**src/rtl/cpu_ctrl_pkg.sv**
```systemverilog
// cpu_ctrl_pkg: opcodes, FSM states, strobe bundle and decode helpers
// shared by the hard-wired CPU control unit and its wait timer.
package cpu_ctrl_pkg;

    localparam int WAIT_W = 4;

    localparam logic [4:0] OP_LD   = 5'd0;
    localparam logic [4:0] OP_LDI  = 5'd1;
    localparam logic [4:0] OP_ST   = 5'd2;
    localparam logic [4:0] OP_ADD  = 5'd3;
    localparam logic [4:0] OP_SUB  = 5'd4;
    localparam logic [4:0] OP_AND  = 5'd5;
    localparam logic [4:0] OP_OR   = 5'd6;
    localparam logic [4:0] OP_SHR  = 5'd7;
    localparam logic [4:0] OP_SHRA = 5'd8;
    localparam logic [4:0] OP_SHL  = 5'd9;
    localparam logic [4:0] OP_ROR  = 5'd10;
    localparam logic [4:0] OP_ROL  = 5'd11;
    localparam logic [4:0] OP_ADDI = 5'd12;
    localparam logic [4:0] OP_ANDI = 5'd13;
    localparam logic [4:0] OP_ORI  = 5'd14;
    localparam logic [4:0] OP_MUL  = 5'd15;
    localparam logic [4:0] OP_DIV  = 5'd16;
    localparam logic [4:0] OP_NEG  = 5'd17;
    localparam logic [4:0] OP_NOT  = 5'd18;
    localparam logic [4:0] OP_BR   = 5'd19;
    localparam logic [4:0] OP_JR   = 5'd20;
    localparam logic [4:0] OP_IN   = 5'd21;
    localparam logic [4:0] OP_OUT  = 5'd22;
    localparam logic [4:0] OP_MFHI = 5'd23;
    localparam logic [4:0] OP_MFLO = 5'd24;
    localparam logic [4:0] OP_NOP  = 5'd25;
    localparam logic [4:0] OP_HALT = 5'd26;

    typedef enum logic [3:0] {
        S_T0, S_T1, S_T2, S_T3, S_T4, S_T5, S_T6, S_T7,
        S_HALT, S_STEP_WAIT
    } state_t;

    typedef enum logic [3:0] {
        C_LD, C_LDI, C_ST, C_ALU, C_ALUI, C_MULDIV, C_UNARY,
        C_BR, C_JR, C_IN, C_OUT, C_MFHI, C_MFLO, C_NOP, C_HALT
    } op_class_t;

    typedef struct packed {
        logic pci;
        logic pc_sel;
        logic pco;
        logic iri;
        logic iro;
        logic mari;
        logic maro;
        logic mdri;
        logic mdro;
        logic opi;
        logic ipi;
        logic ipo;
        logic hii;
        logic hio;
        logic loi;
        logic loo;
        logic ryi;
        logic ryo;
        logic rzi;
        logic rzo;
        logic rzhio;
        logic csigno;
        logic gra;
        logic grb;
        logic grc;
        logic rin;
        logic rout;
        logic baout;
        logic mem_read;
        logic mem_write;
    } ctrl_t;

    // Group opcodes that share an execute sequence; gaps run as NOP.
    function automatic op_class_t op_class(input logic [4:0] op);
        case (op)
            OP_LD:   return C_LD;
            OP_LDI:  return C_LDI;
            OP_ST:   return C_ST;
            OP_ADD, OP_SUB, OP_AND, OP_OR, OP_SHR,
            OP_SHRA, OP_SHL, OP_ROR, OP_ROL:
                     return C_ALU;
            OP_ADDI, OP_ANDI, OP_ORI:
                     return C_ALUI;
            OP_MUL, OP_DIV:
                     return C_MULDIV;
            OP_NEG, OP_NOT:
                     return C_UNARY;
            OP_BR:   return C_BR;
            OP_JR:   return C_JR;
            OP_IN:   return C_IN;
            OP_OUT:  return C_OUT;
            OP_MFHI: return C_MFHI;
            OP_MFLO: return C_MFLO;
            OP_HALT: return C_HALT;
            OP_NOP:  return C_NOP;
            default: return C_NOP;
        endcase
    endfunction

    // Final execute step of each class; stop is sampled there.
    function automatic state_t last_state(input op_class_t c);
        case (c)
            C_LD, C_ST:                 return S_T7;
            C_LDI, C_ALU, C_ALUI,
            C_UNARY:                    return S_T5;
            C_MULDIV, C_BR:             return S_T6;
            C_JR, C_IN, C_OUT,
            C_MFHI, C_MFLO:             return S_T3;
            default:                    return S_T2;
        endcase
    endfunction

    // Steps that touch RAM and therefore stretch by the wait count.
    function automatic logic is_mem(input state_t s, input op_class_t c);
        return (s == S_T1)
            || (s == S_T6 && c == C_LD)
            || (s == S_T7 && c == C_ST);
    endfunction

endpackage

```
**src/rtl/cpu_control_unit_mem_wait_timer.sv**
```systemverilog
// mem_wait_timer: loadable down-counter that stretches RAM steps;
// done is high while the count sits at zero.
module mem_wait_timer
    import cpu_ctrl_pkg::*;
(
    input  logic              clk_i,
    input  logic              rst_i,
    input  logic              load_i,
    input  logic [WAIT_W-1:0] val_i,
    input  logic              dec_i,
    output logic              done_o
);

    logic [WAIT_W-1:0] cnt_q;

    // Load on entry to a memory step, otherwise count down to zero.
    always_ff @(posedge clk_i) begin
        if (rst_i) begin
            cnt_q <= '0;
        end else if (load_i) begin
            cnt_q <= val_i;
        end else if (dec_i && cnt_q != '0) begin
            cnt_q <= cnt_q - 1'b1;
        end
    end

    assign done_o = (cnt_q == '0);

endmodule

```
**src/rtl/cpu_control_unit.sv**
```systemverilog
// cpu_control_unit: hard-wired Moore sequencer for fetch/decode/execute.
// Optional single-step mode under `CTRL_SINGLE_STEP_EN (adds step input).
module cpu_control_unit
    import cpu_ctrl_pkg::*;
#(
    parameter int unsigned MEM_WAIT = 1
) (
    input  logic       clock,
    input  logic       clear,
    input  logic [4:0] ir_op,
    input  logic       con,
    input  logic       stop,
`ifdef CTRL_SINGLE_STEP_EN
    input  logic       step,
`endif
    output logic       pci,
    output logic       pc_sel,
    output logic       pco,
    output logic       iri,
    output logic       iro,
    output logic       mari,
    output logic       maro,
    output logic       mdri,
    output logic       mdro,
    output logic       opi,
    output logic       ipi,
    output logic       ipo,
    output logic       hii,
    output logic       hio,
    output logic       loi,
    output logic       loo,
    output logic       ryi,
    output logic       ryo,
    output logic       rzi,
    output logic       rzo,
    output logic       rzhio,
    output logic       csigno,
    output logic       gra,
    output logic       grb,
    output logic       grc,
    output logic       rin,
    output logic       rout,
    output logic       baout,
    output logic       mem_read,
    output logic       mem_write,
    output logic       run
);

    localparam logic [WAIT_W-1:0] WAIT_V = WAIT_W'(MEM_WAIT);

`ifdef CTRL_SINGLE_STEP_EN
    localparam state_t S_DONE = S_STEP_WAIT;
`else
    localparam state_t S_DONE = S_T0;
`endif

    state_t    state_q, state_d;
    op_class_t cls;
    ctrl_t     str;
    logic      wait_done;
    logic      wait_load;
    logic      mem_step;

    assign cls       = op_class(ir_op);
    assign mem_step  = is_mem(state_q, cls);
    assign wait_load = (state_d != state_q) && is_mem(state_d, cls);

`ifdef CTRL_SINGLE_STEP_EN
    logic step_q;
    logic step_go;

    // Remember last step level so only a rising edge releases STEP_WAIT.
    always_ff @(posedge clock) begin
        if (clear) begin
            step_q <= 1'b0;
        end else begin
            step_q <= step;
        end
    end

    assign step_go = step & ~step_q;
`endif

    mem_wait_timer u_wait (
        .clk_i  (clock),
        .rst_i  (clear),
        .load_i (wait_load),
        .val_i  (WAIT_V),
        .dec_i  (mem_step),
        .done_o (wait_done)
    );

    // Next-state: hold on RAM waits, branch to HALT/idle at instruction end.
    always_comb begin
        state_d = state_q;
        if (state_q == S_HALT) begin
            state_d = S_HALT;
`ifdef CTRL_SINGLE_STEP_EN
        end else if (state_q == S_STEP_WAIT) begin
            state_d = step_go ? S_T0 : S_STEP_WAIT;
`endif
        end else if (mem_step && !wait_done) begin
            state_d = state_q;
        end else if (state_q == S_T2 && cls == C_HALT) begin
            state_d = S_HALT;
        end else if (state_q == last_state(cls)) begin
            state_d = stop ? S_HALT : S_DONE;
        end else begin
            state_d = state_t'(state_q + 4'd1);
        end
    end

    // State register; clear restarts at T0 from any state.
    always_ff @(posedge clock) begin
        if (clear) begin
            state_q <= S_T0;
        end else begin
            state_q <= state_d;
        end
    end

    // Strobe decode from the current state; clear forces all strobes low.
    always_comb begin
        str = '0;
        if (!clear) begin
            unique case (state_q)
                S_T0: begin
                    str.pco  = 1'b1;
                    str.mari = 1'b1;
                    str.pci  = 1'b1;
                end
                S_T1: begin
                    str.mem_read = 1'b1;
                    str.mdri     = 1'b1;
                end
                S_T2: begin
                    str.mdro = 1'b1;
                    str.iri  = 1'b1;
                end
                S_T3: begin
                    case (cls)
                        C_LD, C_LDI, C_ST: begin
                            str.grb   = 1'b1;
                            str.baout = 1'b1;
                            str.ryi   = 1'b1;
                        end
                        C_ALU, C_ALUI, C_UNARY: begin
                            str.grb  = 1'b1;
                            str.rout = 1'b1;
                            str.ryi  = 1'b1;
                        end
                        C_MULDIV: begin
                            str.gra  = 1'b1;
                            str.rout = 1'b1;
                            str.ryi  = 1'b1;
                        end
                        C_BR: begin
                            str.gra  = 1'b1;
                            str.rout = 1'b1;
                        end
                        C_JR: begin
                            str.gra    = 1'b1;
                            str.rout   = 1'b1;
                            str.pci    = 1'b1;
                            str.pc_sel = 1'b1;
                        end
                        C_IN: begin
                            str.ipo = 1'b1;
                            str.gra = 1'b1;
                            str.rin = 1'b1;
                        end
                        C_OUT: begin
                            str.gra  = 1'b1;
                            str.rout = 1'b1;
                            str.opi  = 1'b1;
                        end
                        C_MFHI: begin
                            str.hio = 1'b1;
                            str.gra = 1'b1;
                            str.rin = 1'b1;
                        end
                        C_MFLO: begin
                            str.loo = 1'b1;
                            str.gra = 1'b1;
                            str.rin = 1'b1;
                        end
                        default: ;
                    endcase
                end
                S_T4: begin
                    case (cls)
                        C_LD, C_LDI, C_ST, C_ALUI: begin
                            str.csigno = 1'b1;
                            str.rzi    = 1'b1;
                        end
                        C_ALU: begin
                            str.grc  = 1'b1;
                            str.rout = 1'b1;
                            str.rzi  = 1'b1;
                        end
                        C_MULDIV: begin
                            str.grb  = 1'b1;
                            str.rout = 1'b1;
                            str.rzi  = 1'b1;
                        end
                        C_UNARY: str.rzi = 1'b1;
                        C_BR: begin
                            str.pco = 1'b1;
                            str.ryi = 1'b1;
                        end
                        default: ;
                    endcase
                end
                S_T5: begin
                    case (cls)
                        C_LD, C_ST: begin
                            str.rzo  = 1'b1;
                            str.mari = 1'b1;
                        end
                        C_LDI, C_ALU, C_ALUI, C_UNARY: begin
                            str.rzo = 1'b1;
                            str.gra = 1'b1;
                            str.rin = 1'b1;
                        end
                        C_MULDIV: begin
                            str.rzo = 1'b1;
                            str.loi = 1'b1;
                        end
                        C_BR: begin
                            str.csigno = 1'b1;
                            str.rzi    = 1'b1;
                        end
                        default: ;
                    endcase
                end
                S_T6: begin
                    case (cls)
                        C_LD: begin
                            str.mem_read = 1'b1;
                            str.mdri     = 1'b1;
                        end
                        C_ST: begin
                            str.gra  = 1'b1;
                            str.rout = 1'b1;
                            str.mdri = 1'b1;
                        end
                        C_MULDIV: begin
                            str.rzhio = 1'b1;
                            str.hii   = 1'b1;
                        end
                        C_BR: begin
                            str.rzo    = con;
                            str.pci    = con;
                            str.pc_sel = con;
                        end
                        default: ;
                    endcase
                end
                S_T7: begin
                    case (cls)
                        C_LD: begin
                            str.mdro = 1'b1;
                            str.gra  = 1'b1;
                            str.rin  = 1'b1;
                        end
                        C_ST: str.mem_write = 1'b1;
                        default: ;
                    endcase
                end
                default: ;
            endcase
        end
    end

    assign run = clear
              || (state_q != S_HALT && state_q != S_STEP_WAIT);

    assign pci       = str.pci;
    assign pc_sel    = str.pc_sel;
    assign pco       = str.pco;
    assign iri       = str.iri;
    assign iro       = str.iro;
    assign mari      = str.mari;
    assign maro      = str.maro;
    assign mdri      = str.mdri;
    assign mdro      = str.mdro;
    assign opi       = str.opi;
    assign ipi       = str.ipi;
    assign ipo       = str.ipo;
    assign hii       = str.hii;
    assign hio       = str.hio;
    assign loi       = str.loi;
    assign loo       = str.loo;
    assign ryi       = str.ryi;
    assign ryo       = str.ryo;
    assign rzi       = str.rzi;
    assign rzo       = str.rzo;
    assign rzhio     = str.rzhio;
    assign csigno    = str.csigno;
    assign gra       = str.gra;
    assign grb       = str.grb;
    assign grc       = str.grc;
    assign rin       = str.rin;
    assign rout      = str.rout;
    assign baout     = str.baout;
    assign mem_read  = str.mem_read;
    assign mem_write = str.mem_write;

endmodule

```
**config.mk**
```make
export PLATFORM = sky130hd
export DESIGN_NAME = cpu_control_unit
export DESIGN_NICKNAME = d
export VERILOG_FILES = /design/src/rtl/cpu_ctrl_pkg.sv /design/src/rtl/cpu_control_unit_mem_wait_timer.sv /design/src/rtl/cpu_control_unit.sv
export SDC_FILE = /design/constraint.sdc
export NUM_CORES = 1
export LEC_CHECK = 0
export BUFFER_PORTS_ARGS = -buffer_cell sky130_fd_sc_hd__buf_2
export CAP_MARGIN = 10
export CORE_MARGIN = 2
export CORE_UTILIZATION = 50
export DETAILED_ROUTE_END_ITERATION = 7
export PLACE_DENSITY = 0.76
export SETUP_SLACK_MARGIN = 0.3
export SLEW_MARGIN = 20
export SYNTH_ARGS = -nofsm -noshare
export SYNTH_HDL_FRONTEND = slang
export SYNTH_SLANG_ARGS = --single-unit
```
**constraint.sdc**
```tcl
create_clock -name clock -period 8.3 [get_ports clock]
set_clock_uncertainty 0.1 [all_clocks]
set_input_delay 1.66 -clock clock [delete_from_list [all_inputs] [get_ports clock]]
set_output_delay 1.66 -clock clock [all_outputs]
set_load 0.01 [all_outputs]
```
==> impl_summary.log, run 1 <==
[metrics] placement row count: 20
[metrics] number of instances in the synthesized netlist: 229
[metrics] setup slack of the most critical reg-to-reg path: 5270 ps
[metrics] top post-synthesis cells by area: dfxtp_1, ha_1, nor2_1
[metrics] total met2 wirelength after detailed routing: ~2000 µm
[metrics] count of input and output buffers: 35
[metrics] max-slew violations: 0
[metrics] most instantiated flip-flop cell in the synthesis netlist: dfxtp_1
[metrics] Post-synth EDFFs: 0
[metrics] utilization of the core after routing: 56.4%
[metrics] most repeated cell in the gate-level netlist after synthesis: nor2_1
[metrics] worst-skew pair later-pin latency: approximately 260 ps
[metrics] area share of the leading cell type in the synthesized netlist: 10.2%
[metrics] Worst slew margin: 46.1%
[metrics] number of buffers on the longest clock path: 2
[metrics] start point of the worst hold path: u_wait.cnt_q[0]
[metrics] arrival time of the worst setup path: 4140 ps
[metrics] htree depth: 1
[metrics] fraction of layout cells with a size suffix above 1: between 20% and 30%
[metrics] maximum number of pins on one net before global-route repair: 30
[metrics] initial core utilization: 52.1%
[metrics] core region area: 0.00303 mm²
[metrics] Reg-to-Reg End: u_wait.cnt_q[3]
[metrics] chip width: 60.2 µm
[metrics] Leakage Power: 0.717 nW
[metrics] part of the total power dissipated in combinational logic: 69.7%
[metrics] top-level port count: 40
[metrics] dpl hpwl: 3440 µm
[metrics] detailed-route via count: approximately 1800
[metrics] type of the setup path with the least slack: input pin to output pin
[metrics] metal1 wirelength: 2050 µm
[metrics] average wire per cell in the routed design: about 16 µm
[metrics] reg2reg path depth: 9
[metrics] final RePlAce weighted congestion: approximately 1.0
[metrics] detailed-router iteration count before antenna repair: 4
[metrics] final worst-path cycle share: 71.0%
[metrics] Post-Route WL: 4550 µm
[metrics] layout overhead on the synthesized area: 8.33%
[metrics] antenna viol nets, final: 0
[metrics] number of buffers inserted to repair setup after CTS: 0
[metrics] CTS root buffer: clkbuf_4
[metrics] # resized after CTS: 0
[metrics] mean post-synth cell area: 6.88 µm²
[metrics] Sum Neg Setup Slack: 0 ps
[metrics] Hold Vio Cnt, Final: 0
[metrics] internal power of the cells: 0.162 mW
[metrics] share of the yosys chip area belonging to registers: 10.2%
[metrics] Hold Path Sink: u_wait.cnt_q[0]
[metrics] fin cells: 292
[metrics] final-stage net count: 268
[metrics] Unique masters post-synth: 64
[metrics] detailed-route vias per instance: 6.21
[metrics] minimum clock period: 5900 ps
[metrics] Num CTS Buffers: 3
[metrics] most used standard cells in the synthesized netlist: nor2_1, nand2_1, a21oi_1
[metrics] Post-Place Cells: 289
[metrics] worst path required time: 6540 ps
[metrics] Tightest Hold Check Type: flip-flop to flip-flop
[metrics] antenna diode count: 0
[metrics] synthesis-stage register bit count: 8
[metrics] clock power share: about 9%
[metrics] actual transition at the worst max-transition pin: 788 ps
[metrics] wire length of the first global-routing pass: 7030 µm
[metrics] Final Setup Violations: 0
[metrics] maximum capacitance violations: 0
[metrics] DRC marker count from the first detailed-route iteration: 155
[metrics] Die Area: between 0.003 and 0.004 mm²
[metrics] status: complete, no violations
[metrics] Reg power frac: 21.3%
[metrics] drt drc: 0
[metrics] TritonCTS clock tree: built
[metrics] Cell Area, Synth: 0.00158 mm²
[metrics] global-route congestion overflow total: 0
[metrics] switching share of total power: 52.1%
[metrics] Yosys warnings: 0
[metrics] count of hold buffers inserted by post-cts repair: 0
[metrics] Worst Setup End Kind: output pin
[metrics] worst hold path stage count: 1
[metrics] net switching power figure: about 0.18 mW
[metrics] RSZ-0062 raised after global routing: no
[metrics] highest fanout seen on the critical path: 16
[metrics] wire length on met3: 397 µm
[metrics] share of synthesized registers carrying an async set or reset: 0%
[metrics] number of clock sinks: 8
[metrics] vias in the first global route: 1473
[metrics] Tot GR Track Use: 25.0%
[metrics] Chip Height: 60.2 µm
[metrics] cell taking the most area after synthesis: dfxtp_1
[metrics] Critical Path Source Type: input pin
[metrics] initial antenna violation count: 0
[metrics] startpoint of the worst register-to-register path: state_q[0]
[metrics] power per cell area: 198 mW/mm²
[metrics] CTS clk-pin slew, worst paths: 50 ps
[metrics] worst vdd ir: 0.141 mV
[metrics] Highest Signal Layer: met4
[metrics] Max Clock Freq: ~0.17 GHz
[metrics] minimum hold slack: 440 ps
metal layers:
layer  GRT usage [%]  up-vias
li1                -      888
met1            37.0      807
met2            39.1      110
met3            3.03        7
met4            3.81        0
met5               0        -
power by group through the flow:
stage	clock (mW)	sequential [mW]	combinational, mW
after global routing	0.0338	0.0739	0.259
after global placement	0	0.0720	0.232
after detailed placement	0	0.0727	0.232
after CTS	0.0321	0.0719	0.233
after floorplan	0	0.0572	0.203
final	0.0305	0.0723	0.236
cell usage in the layout (no fill, tap or decap), drive strengths merged, types with 4 or more instances in the layout:
cell type and count:
nor4 7, nor3 14, o211ai 5, nand2 24, nor2 26, dfxtp 8
a21oi 17, buf 35, ha 9, conb 4, and3 4, a31oi 6
inv 11, nand3 8, o21ai 10, a2111oi 4
registers in the layout (all words and copies together), names as in the netlist:
register and flops:
state_q 4, u_wait.cnt_q 4
critical path, cell delays in order:
cell and delay [ps]:
buf_2 210, inv_1 120, ha_1 310, a22o_1 200, mux2_4 330, inv_2 220, nor2_1 60, nor3_1 140
a21oi_1 60, o211a_1 240, a2111oi_0 370, buf_2 200
layout make-up:
cell class	count	area [µm²]
Timing Repair Buffer	35	175
Inverter	11	41.3
Multi-Input combinational cell	191	1250
Tap cell	44	55.1
Clock buffer	3	22.5
Sequential cell	8	160
Fill cell	310	1320
worst max-delay path by stage:
stage | startpoint | to | depth (start not counted)
floorplan | ir_op[0] | gra | 10
global placement | ir_op[0] | gra | 12
detailed placement | ir_op[0] | gra | 12
CTS | ir_op[0] | gra | 12
global route | ir_op[0] | pco | 10
finish | ir_op[0] | gra | 12
cells by family (layout without fill, tap and decap cells):
logic type               Yosys count  after routing  share of synthesized area, %
AO/OA/AOI/OAI                     74             74                          36.3
other                              1              4                         0.238
buffers and inverters             33             49                          11.0
adder cells (fa/ha/maj)            9              9                          7.14
multiplexers                       2              2                          1.59
flip-flops                         8              8                          10.2
XOR/XNOR                           4              4                          2.22
AND/OR/NAND/NOR                   98             98                          31.3
per-stage QoR:
| step | total power [mW] | cell area (µm²) | setup WS [ps] |
|---|---|---|---|
| floorplan | 0.261 | 1590 | 2640 |
| global placement | 0.304 | 1690 | 2530 |
| detailed placement | 0.304 | 1690 | 2430 |
| CTS | 0.337 | 1710 | 2420 |
| global route | 0.367 | 1710 | 2200 |
| finish | 0.339 | 1710 | 2400 |
(Power assumes the default switching activity.)
==> run 2: changes to the inputs <==
- clock period: 8.3 -> 5.5 ns (I/O delays scaled with it)
==> run 2 against run 1 <==
Net effect: core utilization unchanged; sequential power increased by 51%; register-to-register slack got worse by 2800 ps; non-clock buffer count unchanged; global-route usage increased by 0.29 points; worst setup slack got worse by 1800 ps; clock power increased by 52%; critical path type unchanged; largest power group unchanged.
==> impl_summary.log, run 2 (synthesis gave the netlist of run 1 again) <==
[metrics] status: complete, no violations
[metrics] core region area: 0.00303 mm² (unchanged)
[metrics] CTS clk-pin slew, worst paths: 50 ps (about the same)
[metrics] final worst-path cycle share: 88.7%
[metrics] detailed-router iteration count before antenna repair: 5 (+1)
[metrics] number of buffers inserted to repair setup after CTS: 0 (unchanged)
[metrics] startpoint of the worst register-to-register path: state_q[0]
[metrics] overall power of the completed layout: 0.506 mW (+49%)
[metrics] wire length of the first global-routing pass: 7040 µm (about the same)
[metrics] dpl hpwl: 3360 µm (-2.2%)
[metrics] Leakage Power: 0.717 nW (unchanged)
[metrics] fraction of layout cells with a size suffix above 1: 21.8% (unchanged)
[metrics] Largest stage delay, worst path: 450 ps (+80 ps)
[metrics] worst path required time: 4300 ps (-2240 ps)
[metrics] Hold Vio Cnt, Final: 0 (unchanged)
[metrics] Critical Path Source Type: input pin
[metrics] drt drc: 0 (unchanged)
[metrics] Post-Place Cells: 289 (unchanged)
[metrics] worst setup path start: ir_op[0]
[metrics] average wire per cell in the routed design: 15.0 µm (-3.8%)
[metrics] RSZ-0062 raised after global routing: no
[metrics] minimum hold slack: 445 ps (+5.16 ps)
[metrics] initial core utilization: 52.1% (unchanged)
[metrics] worst vdd ir: 0.202 mV (+44%)
[metrics] antenna viol nets, final: 0 (unchanged)
[metrics] fin cells: 292 (unchanged)
[metrics] Buf/Inv on CP: 4 (unchanged)
[metrics] Die Area: 0.00362 mm² (unchanged)
[metrics] number of clock sinks: 8 (unchanged)
[metrics] # resized after CTS: 0 (unchanged)
[metrics] maximum number of pins on one net before global-route repair: 30 (unchanged)
[metrics] placement row count: 20 (unchanged)
[metrics] Final Setup Violations: 0 (unchanged)
[metrics] detailed-route vias per instance: 6.07 (-2.2%)
[metrics] crit path cell chain: buf_2, inv_1, ha_1, a22o_1, mux2_4, inv_2, and3_1, nand2_1, o32ai_1, a21o_1, buf_2
[metrics] TritonCTS clock tree: built
[metrics] final-stage net count: 268 (unchanged)
[metrics] power per cell area: 296 mW/mm² (+49%)
[metrics] cell at the slowest stage of the critical path: o32ai_1
[metrics] global-route congestion overflow total: 0 (unchanged)
[metrics] DRC marker count from the first detailed-route iteration: 191 (+23%)
[metrics] top-level port count: 40 (unchanged)
[metrics] Num CTS Buffers: 3 (unchanged)
[metrics] actual transition at the worst max-transition pin: 900 ps (+112 ps)
[metrics] top flop regs: state_q: 4 flops, u_wait.cnt_q: 4 flops
[metrics] highest fanout seen on the critical path: 16 (unchanged)
[metrics] number of buffers on the longest clock path: 2 (unchanged)
[metrics] final cell area excluding filler cells: 0.00171 mm² (unchanged)
[metrics] detailed-route via count: 1772 (-2.2%)
[metrics] Post-Route WL: 4380 µm (-3.8%)
[metrics] arrival time of the worst setup path: 3680 ps (-460 ps)
[metrics] count of hold buffers inserted by post-cts repair: 0 (unchanged)
[metrics] start point of the worst hold path: u_wait.cnt_q[0]
[metrics] chip width: 60.2 µm (unchanged)
[metrics] minimum clock period: slightly below 5000 ps
[metrics] Cell Area, Placed: 0.00169 mm² (unchanged)
[metrics] initial antenna violation count: 0 (unchanged)
[metrics] antenna diode count: 0 (unchanged)
[metrics] count of input and output buffers: 35 (unchanged)
[metrics] final RePlAce weighted congestion: 0.990 (-2.8%)
[metrics] layout overhead on the synthesized area: 8.33% (unchanged)
[metrics] Tot GR Track Use: 25.3% (+0.29 points)
[metrics] Chip Height: 60.2 µm (unchanged)
[metrics] CTS root buffer: clkbuf_4
[metrics] worst-skew pair later-pin latency: 260 ps (about the same)
[metrics] highest-count cells in the layout ignoring fill and taps: buf_2, nor2_1, nand2_1, a21oi_1, nor3_1
[metrics] Tightest Hold Check Type: flip-flop to flip-flop
[metrics] type of the setup path with the least slack: input pin to output pin
[metrics] Worst Setup End Kind: output pin
[metrics] htree depth: 1 (unchanged)
[metrics] Max Clock Freq: 0.205 GHz
[metrics] Sum Neg Setup Slack: 0 ps (unchanged)
[metrics] most numerous cell on the critical path: buf_2
[metrics] max-slew violations: 0 (unchanged)
[metrics] maximum capacitance violations: 0 (unchanged)
[metrics] most common cell after layout, fill and taps aside: buf_2
[metrics] vias in the first global route: 1493 (+1.4%)
[metrics] family of cells with the greatest summed delay on the critical path: compound AO/OA/AOI/OAI gates
[metrics] Worst slew margin: 38.4% (-7.7 points)
## run 2: through the flow
stage,worst slack [ps],utilization [%]
after detailed placement,675,55.7
after CTS,669,56.4
after global routing,459,56.4
after floorplan,959,-
after global placement,717,55.7
final,619,56.4
## run 2: power by group
group	total [mW]	switching (mW)	internal [mW]
Combinational	0.351	0.205	0.146
Sequential	0.109	0.0345	0.0741
Clock	0.0464	0.0214	0.0251
## run 2: path summary, 6_finish.rpt
path,end,slack [ps],cells past startpoint
worst min-delay path,u_wait.cnt_q[0],450,1
worst max register to register,u_wait.cnt_q[1],2490,9
worst max-delay path,pci,620,11
worst min register to register,u_wait.cnt_q[0],450,1
## run 2: routing by layer
| layer | global-route usage [%] | vias up | routed length (µm) |
|---|---|---|---|
| met4 | 6.35 | 0 | 34 |
| met3 | 3.03 | 4 | 359 |
| met1 | 36.9 | 776 | 2050 |
| met2 | 39.0 | 101 | 1940 |
| li1 | - | 891 | - |
| met5 | 0 | - | 0 |
## run 2: final cells by class
type                            instances  area [µm²]
Fill cell                             330        1320
Multi-Input combinational cell        191        1250
Timing Repair Buffer                   35         175
Sequential cell                         8         160
Tap cell                               44        55.1
Inverter                               11        41.3
Clock buffer                            3        22.5
